===== src/rtl/fpu_issue_pkg.sv =====
// rtl/fpu_issue_pkg.sv - shared types for the FPU command issue block
package fpu_issue_pkg;

    typedef enum logic [1:0] {
        IDLE  = 2'd0,
        ISSUE = 2'd1,
        RESP  = 2'd2
    } state_t;

    localparam int OP_W   = 6;
    localparam int REG_W  = 5;
    localparam int DATA_W = 32;

    // Opcodes are opaque here; their values come from fpu_params.h.
    typedef struct packed {
        logic [OP_W-1:0]   op;
        logic [REG_W-1:0]  x1;
        logic [REG_W-1:0]  x2;
        logic [REG_W-1:0]  y;
        logic [DATA_W-1:0] data;
    } fpu_cmd_t;

endpackage


===== src/rtl/fpu_issue_if.sv =====
// rtl/fpu_issue_if.sv - ready/valid command bus between the issuer and fpu
interface fpu_issue_if;
    logic [5:0]  operation;
    logic [4:0]  x1;
    logic [4:0]  x2;
    logic [4:0]  y;
    logic [31:0] in_data;
    logic        ready;
    logic        valid;
    logic [31:0] out_data;
    logic        cond;

    modport master (
        output operation, x1, x2, y, in_data, ready,
        input  valid, out_data, cond
    );

    modport slave (
        input  operation, x1, x2, y, in_data, ready,
        output valid, out_data, cond
    );
endinterface


===== src/rtl/fpu_cmd_fifo.sv =====
// rtl/fpu_cmd_fifo.sv - synchronous command FIFO holding fpu_cmd_t entries
module fpu_cmd_fifo
    import fpu_issue_pkg::*;
#(
    parameter int DEPTH = 4
) (
    input  logic     clk,
    input  logic     rstn,
    input  logic     push,
    input  fpu_cmd_t push_data,
    input  logic     pop,
    output fpu_cmd_t pop_data,
    output logic     full,
    output logic     empty
);
    localparam int AW = $clog2(DEPTH);

    fpu_cmd_t       mem [DEPTH];
    logic [AW:0]    wr_ptr;
    logic [AW:0]    rd_ptr;

    // Extra pointer bit separates the full and empty cases when indices match.
    assign empty    = (wr_ptr == rd_ptr);
    assign full     = (wr_ptr[AW] != rd_ptr[AW]) && (wr_ptr[AW-1:0] == rd_ptr[AW-1:0]);
    assign pop_data = mem[rd_ptr[AW-1:0]];

    always_ff @(posedge clk) begin
        if (!rstn) begin
            wr_ptr <= '0;
            rd_ptr <= '0;
        end else begin
            if (push && !full) begin
                wr_ptr <= wr_ptr + 1'b1;
            end
            if (pop && !empty) begin
                rd_ptr <= rd_ptr + 1'b1;
            end
        end
    end

    always_ff @(posedge clk) begin
        if (push && !full) begin
            mem[wr_ptr[AW-1:0]] <= push_data;
        end
    end

endmodule


===== src/rtl/fpu_issue.sv =====
// rtl/fpu_issue.sv - buffers core FPU commands and issues them one at a time to fpu
module fpu_issue
    import fpu_issue_pkg::*;
#(
    parameter int DEPTH   = 4,
    parameter int TIMEOUT = 255
) (
    input  logic        clk,
    input  logic        rstn,
    input  logic        cmd_valid,
    output logic        cmd_ready,
    input  logic [5:0]  cmd_op,
    input  logic [4:0]  cmd_x1,
    input  logic [4:0]  cmd_x2,
    input  logic [4:0]  cmd_y,
    input  logic [31:0] cmd_data,
    fpu_issue_if.master fpu,
    output logic        res_valid,
    input  logic        res_ready,
    output logic [31:0] res_data,
    output logic        res_cond,
    output logic [5:0]  res_op,
    output logic        res_timeout,
    output logic        busy
);
    localparam logic [7:0] TMO_LAST = 8'(TIMEOUT - 1);

    state_t     state_q;
    state_t     state_d;
    fpu_cmd_t   push_cmd;
    fpu_cmd_t   head;
    fpu_cmd_t   issue_q;
    logic       full;
    logic       empty;
    logic       push;
    logic       pop;
    logic       cap_valid;
    logic       cap_timeout;
    logic       res_done;
    logic       ready_q;
    logic [7:0] tmo_cnt;

    assign push_cmd  = '{op: cmd_op, x1: cmd_x1, x2: cmd_x2, y: cmd_y, data: cmd_data};
    assign cmd_ready = !full;
    assign push      = cmd_valid && !full;

    fpu_cmd_fifo #(.DEPTH(DEPTH)) u_fifo (
        .clk       (clk),
        .rstn      (rstn),
        .push      (push),
        .push_data (push_cmd),
        .pop       (pop),
        .pop_data  (head),
        .full      (full),
        .empty     (empty)
    );

    always_ff @(posedge clk) begin
        if (!rstn) begin
            state_q <= IDLE;
        end else begin
            state_q <= state_d;
        end
    end

    // Valid from fpu only matters in ISSUE; it has priority over a same-cycle timeout.
    always_comb begin
        state_d     = state_q;
        pop         = 1'b0;
        cap_valid   = 1'b0;
        cap_timeout = 1'b0;
        res_done    = 1'b0;
        case (state_q)
            IDLE: begin
                if (!empty) begin
                    pop     = 1'b1;
                    state_d = ISSUE;
                end
            end
            ISSUE: begin
                if (fpu.valid) begin
                    cap_valid = 1'b1;
                    state_d   = RESP;
                end else if (tmo_cnt == TMO_LAST) begin
                    cap_timeout = 1'b1;
                    state_d     = RESP;
                end
            end
            RESP: begin
                if (res_ready) begin
                    res_done = 1'b1;
                    state_d  = IDLE;
                end
            end
            default: state_d = IDLE;
        endcase
    end

    always_ff @(posedge clk) begin
        if (!rstn) begin
            issue_q     <= '0;
            ready_q     <= 1'b0;
            tmo_cnt     <= '0;
            res_valid   <= 1'b0;
            res_data    <= '0;
            res_cond    <= 1'b0;
            res_op      <= '0;
            res_timeout <= 1'b0;
        end else begin
            if (pop) begin
                issue_q <= head;
                ready_q <= 1'b1;
                tmo_cnt <= '0;
            end else if (state_q == ISSUE) begin
                tmo_cnt <= tmo_cnt + 8'd1;
            end

            if (cap_valid || cap_timeout) begin
                ready_q     <= 1'b0;
                res_valid   <= 1'b1;
                res_op      <= issue_q.op;
                res_timeout <= cap_timeout;
                res_data    <= cap_valid ? fpu.out_data : '0;
                res_cond    <= cap_valid && fpu.cond;
            end

            if (res_done) begin
                res_valid <= 1'b0;
            end
        end
    end

    // Issue fields simply mirror the last popped command, so they hold after ready falls.
    assign fpu.operation = issue_q.op;
    assign fpu.x1        = issue_q.x1;
    assign fpu.x2        = issue_q.x2;
    assign fpu.y         = issue_q.y;
    assign fpu.in_data   = issue_q.data;
    assign fpu.ready     = ready_q;

    assign busy = !empty || (state_q != IDLE);

endmodule


===== src/flat_wrapper.sv =====
// flat-port wrapper written by rule: the top's interface ports become plain ports
module fpu_issue_flat import fpu_issue_pkg::*;
#(
    parameter int DEPTH   = 4,
    parameter int TIMEOUT = 255
)
  (clk, rstn, cmd_valid, cmd_ready, cmd_op, cmd_x1, cmd_x2, cmd_y, cmd_data, res_valid, res_ready, res_data, res_cond, res_op, res_timeout, busy, fpu_operation, fpu_x1, fpu_x2, fpu_y, fpu_in_data, fpu_ready, fpu_valid, fpu_out_data, fpu_cond);
  fpu_issue_if fpu_i ();
  input  logic clk;
  input  logic rstn;
  input  logic cmd_valid;
  output logic cmd_ready;
  input  logic [5:0] cmd_op;
  input  logic [4:0] cmd_x1;
  input  logic [4:0] cmd_x2;
  input  logic [4:0] cmd_y;
  input  logic [31:0] cmd_data;
  output logic res_valid;
  input  logic res_ready;
  output logic [31:0] res_data;
  output logic res_cond;
  output logic [5:0] res_op;
  output logic res_timeout;
  output logic busy;
  output wire logic [$bits(fpu_i.operation)-1:0] fpu_operation;
  output wire logic [$bits(fpu_i.x1)-1:0] fpu_x1;
  output wire logic [$bits(fpu_i.x2)-1:0] fpu_x2;
  output wire logic [$bits(fpu_i.y)-1:0] fpu_y;
  output wire logic [$bits(fpu_i.in_data)-1:0] fpu_in_data;
  output wire logic [$bits(fpu_i.ready)-1:0] fpu_ready;
  input wire logic [$bits(fpu_i.valid)-1:0] fpu_valid;
  input wire logic [$bits(fpu_i.out_data)-1:0] fpu_out_data;
  input wire logic [$bits(fpu_i.cond)-1:0] fpu_cond;
  assign fpu_operation = fpu_i.operation;
  assign fpu_x1 = fpu_i.x1;
  assign fpu_x2 = fpu_i.x2;
  assign fpu_y = fpu_i.y;
  assign fpu_in_data = fpu_i.in_data;
  assign fpu_ready = fpu_i.ready;
  assign fpu_i.valid = fpu_valid;
  assign fpu_i.out_data = fpu_out_data;
  assign fpu_i.cond = fpu_cond;
  fpu_issue #(.DEPTH(DEPTH), .TIMEOUT(TIMEOUT)) u_core (.clk(clk), .rstn(rstn), .cmd_valid(cmd_valid), .cmd_ready(cmd_ready), .cmd_op(cmd_op), .cmd_x1(cmd_x1), .cmd_x2(cmd_x2), .cmd_y(cmd_y), .cmd_data(cmd_data), .fpu(fpu_i), .res_valid(res_valid), .res_ready(res_ready), .res_data(res_data), .res_cond(res_cond), .res_op(res_op), .res_timeout(res_timeout), .busy(busy));
endmodule

===== config.mk =====
export PLATFORM = sky130hd
export DESIGN_NAME = fpu_issue_flat
export DESIGN_NICKNAME = d
export VERILOG_FILES = /design/src/rtl/fpu_issue_pkg.sv /design/src/rtl/fpu_issue_if.sv /design/src/rtl/fpu_cmd_fifo.sv /design/src/rtl/fpu_issue.sv /design/src/flat_wrapper.sv
export SDC_FILE = /design/constraint.sdc
export NUM_CORES = 1
export LEC_CHECK = 0
export BUFFER_PORTS_ARGS = -buffer_cell sky130_fd_sc_hd__buf_2
export CAP_MARGIN = 5
export CORE_ASPECT_RATIO = 0.7
export CORE_MARGIN = 3
export CORE_UTILIZATION = 55
export DETAILED_ROUTE_END_ITERATION = 12
export GPL_TIMING_DRIVEN = 0
export PLACE_DENSITY = 0.86
export SYNTH_ARGS = -nofsm -noshare
export SYNTH_HDL_FRONTEND = slang
export SYNTH_SLANG_ARGS = --single-unit

===== constraint.sdc =====
create_clock -name clk -period 6.6 [get_ports clk]
set_clock_uncertainty 0.15 [all_clocks]
set_input_delay 0.99 -clock clk [delete_from_list [all_inputs] [get_ports clk]]
set_output_delay 0.99 -clock clk [all_outputs]
set_load 0.01 [all_outputs]

Word level (Yosys, flattened, before mapping)
Memories as Yosys holds them, arrays and structs flattened. A register that Yosys moved wholly into a read port is not among the register bits.
Index checks and enable logic that the tools add are counted.
- flip-flop bits (word level): 58
- bits in writable memories: 212
- bits of input ports: 91
- output and inout port bits: 97
- memories kept: 1
- memory list (name ; words ; bits a word ; rd ports ; clocked after Yosys merged registers in ; wr ports ; RTL line ; source):
    u_core.u_fifo.mem ; 4 ; 53 ; 1 ; 1 ; 1 ; fpu_cmd_fifo.sv:18 ; fpu_cmd_t mem [DEPTH];
- $add $sub $neg: 3
- equality and inequality tests: 9
- muxes and demuxes: 17
- bitwise logic cells: 1
- reduce and logical (&&, ||, !) cells: 16
- operators by type and width (kind ; count):
    two-way mux 32 bit ; 1
    two-way mux 1 bit ; 11
    adder 8 x 1 -> 8 bit (second input constant) ; 1
    equality test 8 bit (second input constant) ; 1
    two-way mux 2 bit ; 4
    adder 3 x 1 -> 3 bit (second input constant) ; 2
    one-hot mux 2 bit (3 select lines) ; 1
    OR reduction 2 bit ; 3
    logical AND 1 bit ; 5
    != test 2 bit (second input constant) ; 2
    equality test 3 bit ; 1
    zero test 1 bit ; 3
    != test 3 x 2 -> 1 bit (second input constant) ; 1
    AND reduction 3 bit ; 1
    equality test 2 x 1 -> 1 bit (second input constant) ; 1
    equality test 2 bit ; 1
    equality test 2 bit (second input constant) ; 1
    zero test 2 bit ; 1
    logical OR 1 bit ; 2
    nonzero test 2 bit ; 1
    != test 1 bit ; 1
    NOT 1 bit ; 1

Logic depth before layout (Yosys ltp)
- depth after elaboration: 7
- gate-level depth with buffers: 6

By module
From an unflattened synthesis, not the netlist that was laid out.
- cells, all modules: 837
- area, all modules: 12185.4 um2
- by module, submodules not included (module ; instances ; cells each ; area each (um2) ; seq. area each (um2)):
    fpu_cmd_fifo ; 1 ; 345 ; 8200.4 ; 6526.3
    fpu_issue ; 1 ; 492 ; 3985.1 ; 2102.0

Worst setup path after synthesis
No wires, ideal clock.
- kind: input port to flip-flop
- start point: in cmd_valid
- end point: mem u_core.u_fifo.mem[0][0] in the netlist's numbering, enable pin
- library setup time: 0.416 ns
- arrival: 2.510 ns
- slack: 3.524 ns
- stages: 2
- path buffers: 0
- cell sequence: o31a_1 > and2_1
- cells in the longest elaborated chain, start to end: 4
- ends and longest elaborated chain (element ; RTL line ; source):
    start: declaration ; flat_wrapper.sv:11 ; input logic cmd_valid;
    logical AND 1 bit ; fpu_issue.sv:45 ; assign push = cmd_valid && !full;
    logical AND 1 bit ; fpu_cmd_fifo.sv:42 ; if (push && !full) begin
    two-way mux 1 bit ; fpu_cmd_fifo.sv:42 ;
    two-way mux 1 bit (not written as such) ; fpu_cmd_fifo.sv:43 ; mem[wr_ptr[AW-1:0]] <= push_data;
    end: declaration ; fpu_cmd_fifo.sv:18 ;
Every way passes these cells.

Worst setup path after layout
- start point: reg u_core.u_fifo.rd_ptr[1]
- end point: out busy
- cells in the longest elaborated chain, start to end: 3
- ends and longest elaborated chain (element ; RTL line ; source):
    start: declaration ; fpu_cmd_fifo.sv:20 ; logic [AW:0] rd_ptr;
    start signal: assignment ; fpu_cmd_fifo.sv:36 ; rd_ptr <= rd_ptr + 1'b1;
    equality test 3 bit ; fpu_cmd_fifo.sv:23 ; assign empty = (wr_ptr == rd_ptr);
    zero test 1 bit ; -- ;
    logical OR 1 bit ; fpu_issue.sv:141 ; assign busy = !empty || (state_q != IDLE);
    end: declaration ; flat_wrapper.sv:24 ; output logic busy;
Every way passes these cells.

==> metrics.md <==
| Metric | Value |
|---|---|
| Critical Path AT | `1.91 ns` |
| Warnings from Yosys | `0` |
| Metal2 WL | `approximately 13 mm` |
| Clock sinks | `323` |
| Hold path depth | `2` |
| Area Overhead vs Synth | `18.91%` |
| Wl on met1 | `between 10 and 15 mm` |
| Top FF cell, synth | `edfxtp_1` |
| Initial antenna violation count | `4` |
| Leak Pwr | `about 5.7 nW` |
| Worst EP required | `5.46 ns` |
| I/O Buffers | `186` |
| Setup ws final | `3.551 ns` |
| Post-detail-place hpwl | `around 18 mm` |
| Worst Reg-to-Reg Cells | `3` |
| Pwr Density | `between 300 and 400 nW/um2` |
| Die span in y | `roughly 130 um` |
| Diodes inserted | `0` |
| Slew HR | `0.4261` |
| Pre-CTS setup slack | `3.800 ns` |
| Minimum clock period | `just over 3 ns` |
| DRC | `0` |
| ANT nets after route | `0` |
| Postcts setup bufs | `0` |
| CP Capture Type | `output pin` |
| Placed Area | `13,810 um2` |
| Number of synthesized flops with an enable pin | `about 210` |
| Slew Limit Fails | `0` |
| H-tree levels | `1` |
| Fin util | `0.6747` |
| Clk buf depth | `3` |
| Final hold vios | `0` |
| Wire length per cell | `19.85 um` |
| Flops & latches, synth | `323` |
| DRT Wirelength | `27.23 mm` |
| GRT Util Overall | `0.2165` |
| Synthesized area | `between 10,000 and 15,000 um2` |
| Initial Util | `0.5674` |
| Max Used Layer | `met5` |
| Fin area | `14,850 um2` |
| Seq/Total Area, Yosys | `0.6876` |
| Met3 wire len | `2.286 mm` |
| Reg clk slew, reported paths | `about 0.06 ns` |
| Mean post-synth cell area | `15.18 um2` |
| Die Wd | `186.1 um` |
| Netlist cell types | `54` |
| Vias | `7,625` |
| CORE AREA | `22,010 um2` |
| # hold bufs at CTS | `0` |
| Finish-stage setup viols | `0` |
| Setup TNS | `0 ns` |
| Remaining Overflow, GRT | `0` |
| Run status | `completed` |
| Vias per cell | `between 5 and 6` |
| Most frequent cells in the layout | `edfxtp_1, buf_2, nand2_1, dfxtp_1, mux2i_1` |
| Pin count of the biggest net entering global routing | `54` |
| CTS tree | `yes` |
| Clk_lat worst skew | `0.55 ns` |
| Layout cells sized above 1 | `0.3083` |
| Most common library cell in the layout ignoring fill and taps | `edfxtp_1` |
| IO Count | `188` |
| Gpl congestion | `roughly 0.86` |
| Core Rows | `45` |
| Post-Synthesis Cells | `roughly 820` |
| Period utilization | `0.4620` |
| Vias in the first global route | `7,504` |
| Setup Crit Path Kind | `flop to output pin` |
| First-pass GRT wire length | `41.68 mm` |
| Seq. cell area | `about 8600 um2` |
| DR iter-0 viols | `540` |
| MaxCap Viol Count | `0` |
| Clock buffer count from CTS | `31` |
| Startpoint Class | `flop` |
| Hold Crit Class | `flop to flop` |
| Nets | `1,140` |
| Worst vdd ir | `about 310 uV` |
| Footprint of the multi-input gates | `3467 um2` |
| RSZ-0062 raised after global routing | `no` |
| Fill count | `1,523` |
| Clock root cell | `clkbuf_16` |
| Tightest Pin Transition | `0.8608 ns` |
| CP Max Fanout | `10` |
| Resize count post-CTS | `0` |
| DIE AREA | `approximately 25,000 um2` |
| Pre-antenna DRT Iters | `5` |
| Async S/R FF share, synth | `0` |
| Fmax | `0.3279 GHz` |
| Synthesized Nets | `921` |
-- worst max-delay path, stage by stage, from the launching register on --
cell	delay, ns
dfxtp_1	0.31
buf_4	0.19
xor2_2	0.22
nor3_1	0.28
nand2_1	0.17
buf_2	0.18
-- power breakdown --
group	internal (mW)	switching, mW	total (mW)
logic	0.651	0.767	1.42
clock network	1.04	0.739	1.78
registers	2.40	0.109	2.51
total	4.09	1.62	5.70
-- cell usage after synthesis, types with 2 or more instances --
library cell    n  area share
a211oi_1        9      0.0054
a21oi_1         3      0.0012
and2_1          4      0.0020
buf_2          10      0.0040
buf_4           8      0.0048
buf_6           6      0.0054
clkbuf_1       27      0.0081
dfxtp_1       111        0.18
edfxtp_1      212        0.51
ha_1            7      0.0070
inv_1          40       0.012
mux2i_1        57       0.046
mux4_2         53       0.096
nand2_1       156       0.047
nand2b_1        2      0.0010
nand3b_1        2      0.0012
nand4b_1        7      0.0049
nor2_1          4      0.0012
nor2b_1         7      0.0035
nor3_1          3      0.0012
o21ai_0         5      0.0020
o22a_1          6      0.0042
o311ai_0        6      0.0042
o311ai_1        6      0.0042
o31a_1          2      0.0014
o31ai_1        35       0.021
or3_1           5      0.0025
xnor2_1         3      0.0021
xor2_1          2      0.0014
-- routing by layer --
layer | global-route usage | vias to the layer above
li1 | - | 3517
met1 | 0.3032 | 3749
met2 | 0.3612 | 318
met3 | 0.04964 | 33
met4 | 0.02852 | 8
met5 | 0 | -
-- through the flow --
stage          hold slack (ns)  total power, mW  cells
2_1_floorplan           0.3280            3.534    823
3_3_place_gp            0.2912            3.937   1314
3_5_place_dp            0.2973            3.977   1314
4_1_cts                 0.3114            5.751   1372
5_1_grt                 0.3290            5.959   1372
6_report                0.3085            5.704   1372
-- registers in the layout (all words and copies together) (netlist names) --
signal,flops
u_core.fpu.in_data,32
u_core.fpu.operation,6
u_core.fpu.ready,1
u_core.fpu.x1,5
u_core.fpu.x2,5
u_core.fpu.y,5
u_core.res_cond,1
u_core.res_data,32
u_core.res_op,6
u_core.res_timeout,1
u_core.res_valid,1
u_core.state_q,2
u_core.tmo_cnt,8
u_core.u_fifo.mem,212
u_core.u_fifo.rd_ptr,3
u_core.u_fifo.wr_ptr,3
-- cells by family after synthesis --
kind of cell | count (synthesis) | synth area share
AO/OA/AOI/OAI | 80 | 0.04938
XOR/XNOR | 6 | 0.004809
adder cells (fa/ha/maj) | 7 | 0.007012
buffers and inverters | 95 | 0.03566
flip-flops | 323 | 0.6876
multiplexers | 110 | 0.1412
AND/OR/NAND/NOR | 202 | 0.07433
-- path summary, 6_finish.rpt --
check / slack (ns) / start / end
max: 3.55 / u_core.u_fifo.rd_ptr[1] / busy
max reg2reg: 4.07 / u_core.u_fifo.wr_ptr[0] / u_core.u_fifo.mem[1][32]
min: 0.31 / u_core.fpu.x1[4] / u_core.fpu.x1[4]
min reg2reg: 0.31 / u_core.fpu.x1[4] / u_core.fpu.x1[4]
-- cell type report --
type | instances | area share
sequential | 323 | 0.5782
multi-input combinational | 405 | 0.2334
timing repair buffer | 186 | 0.06267
clock buffer | 42 | 0.05787
tap | 305 | 0.02569
buffer | 53 | 0.01937
clock inverter | 16 | 0.01213
inverter | 42 | 0.01061
No activity file was read; power rests on OpenSTA's default activity.
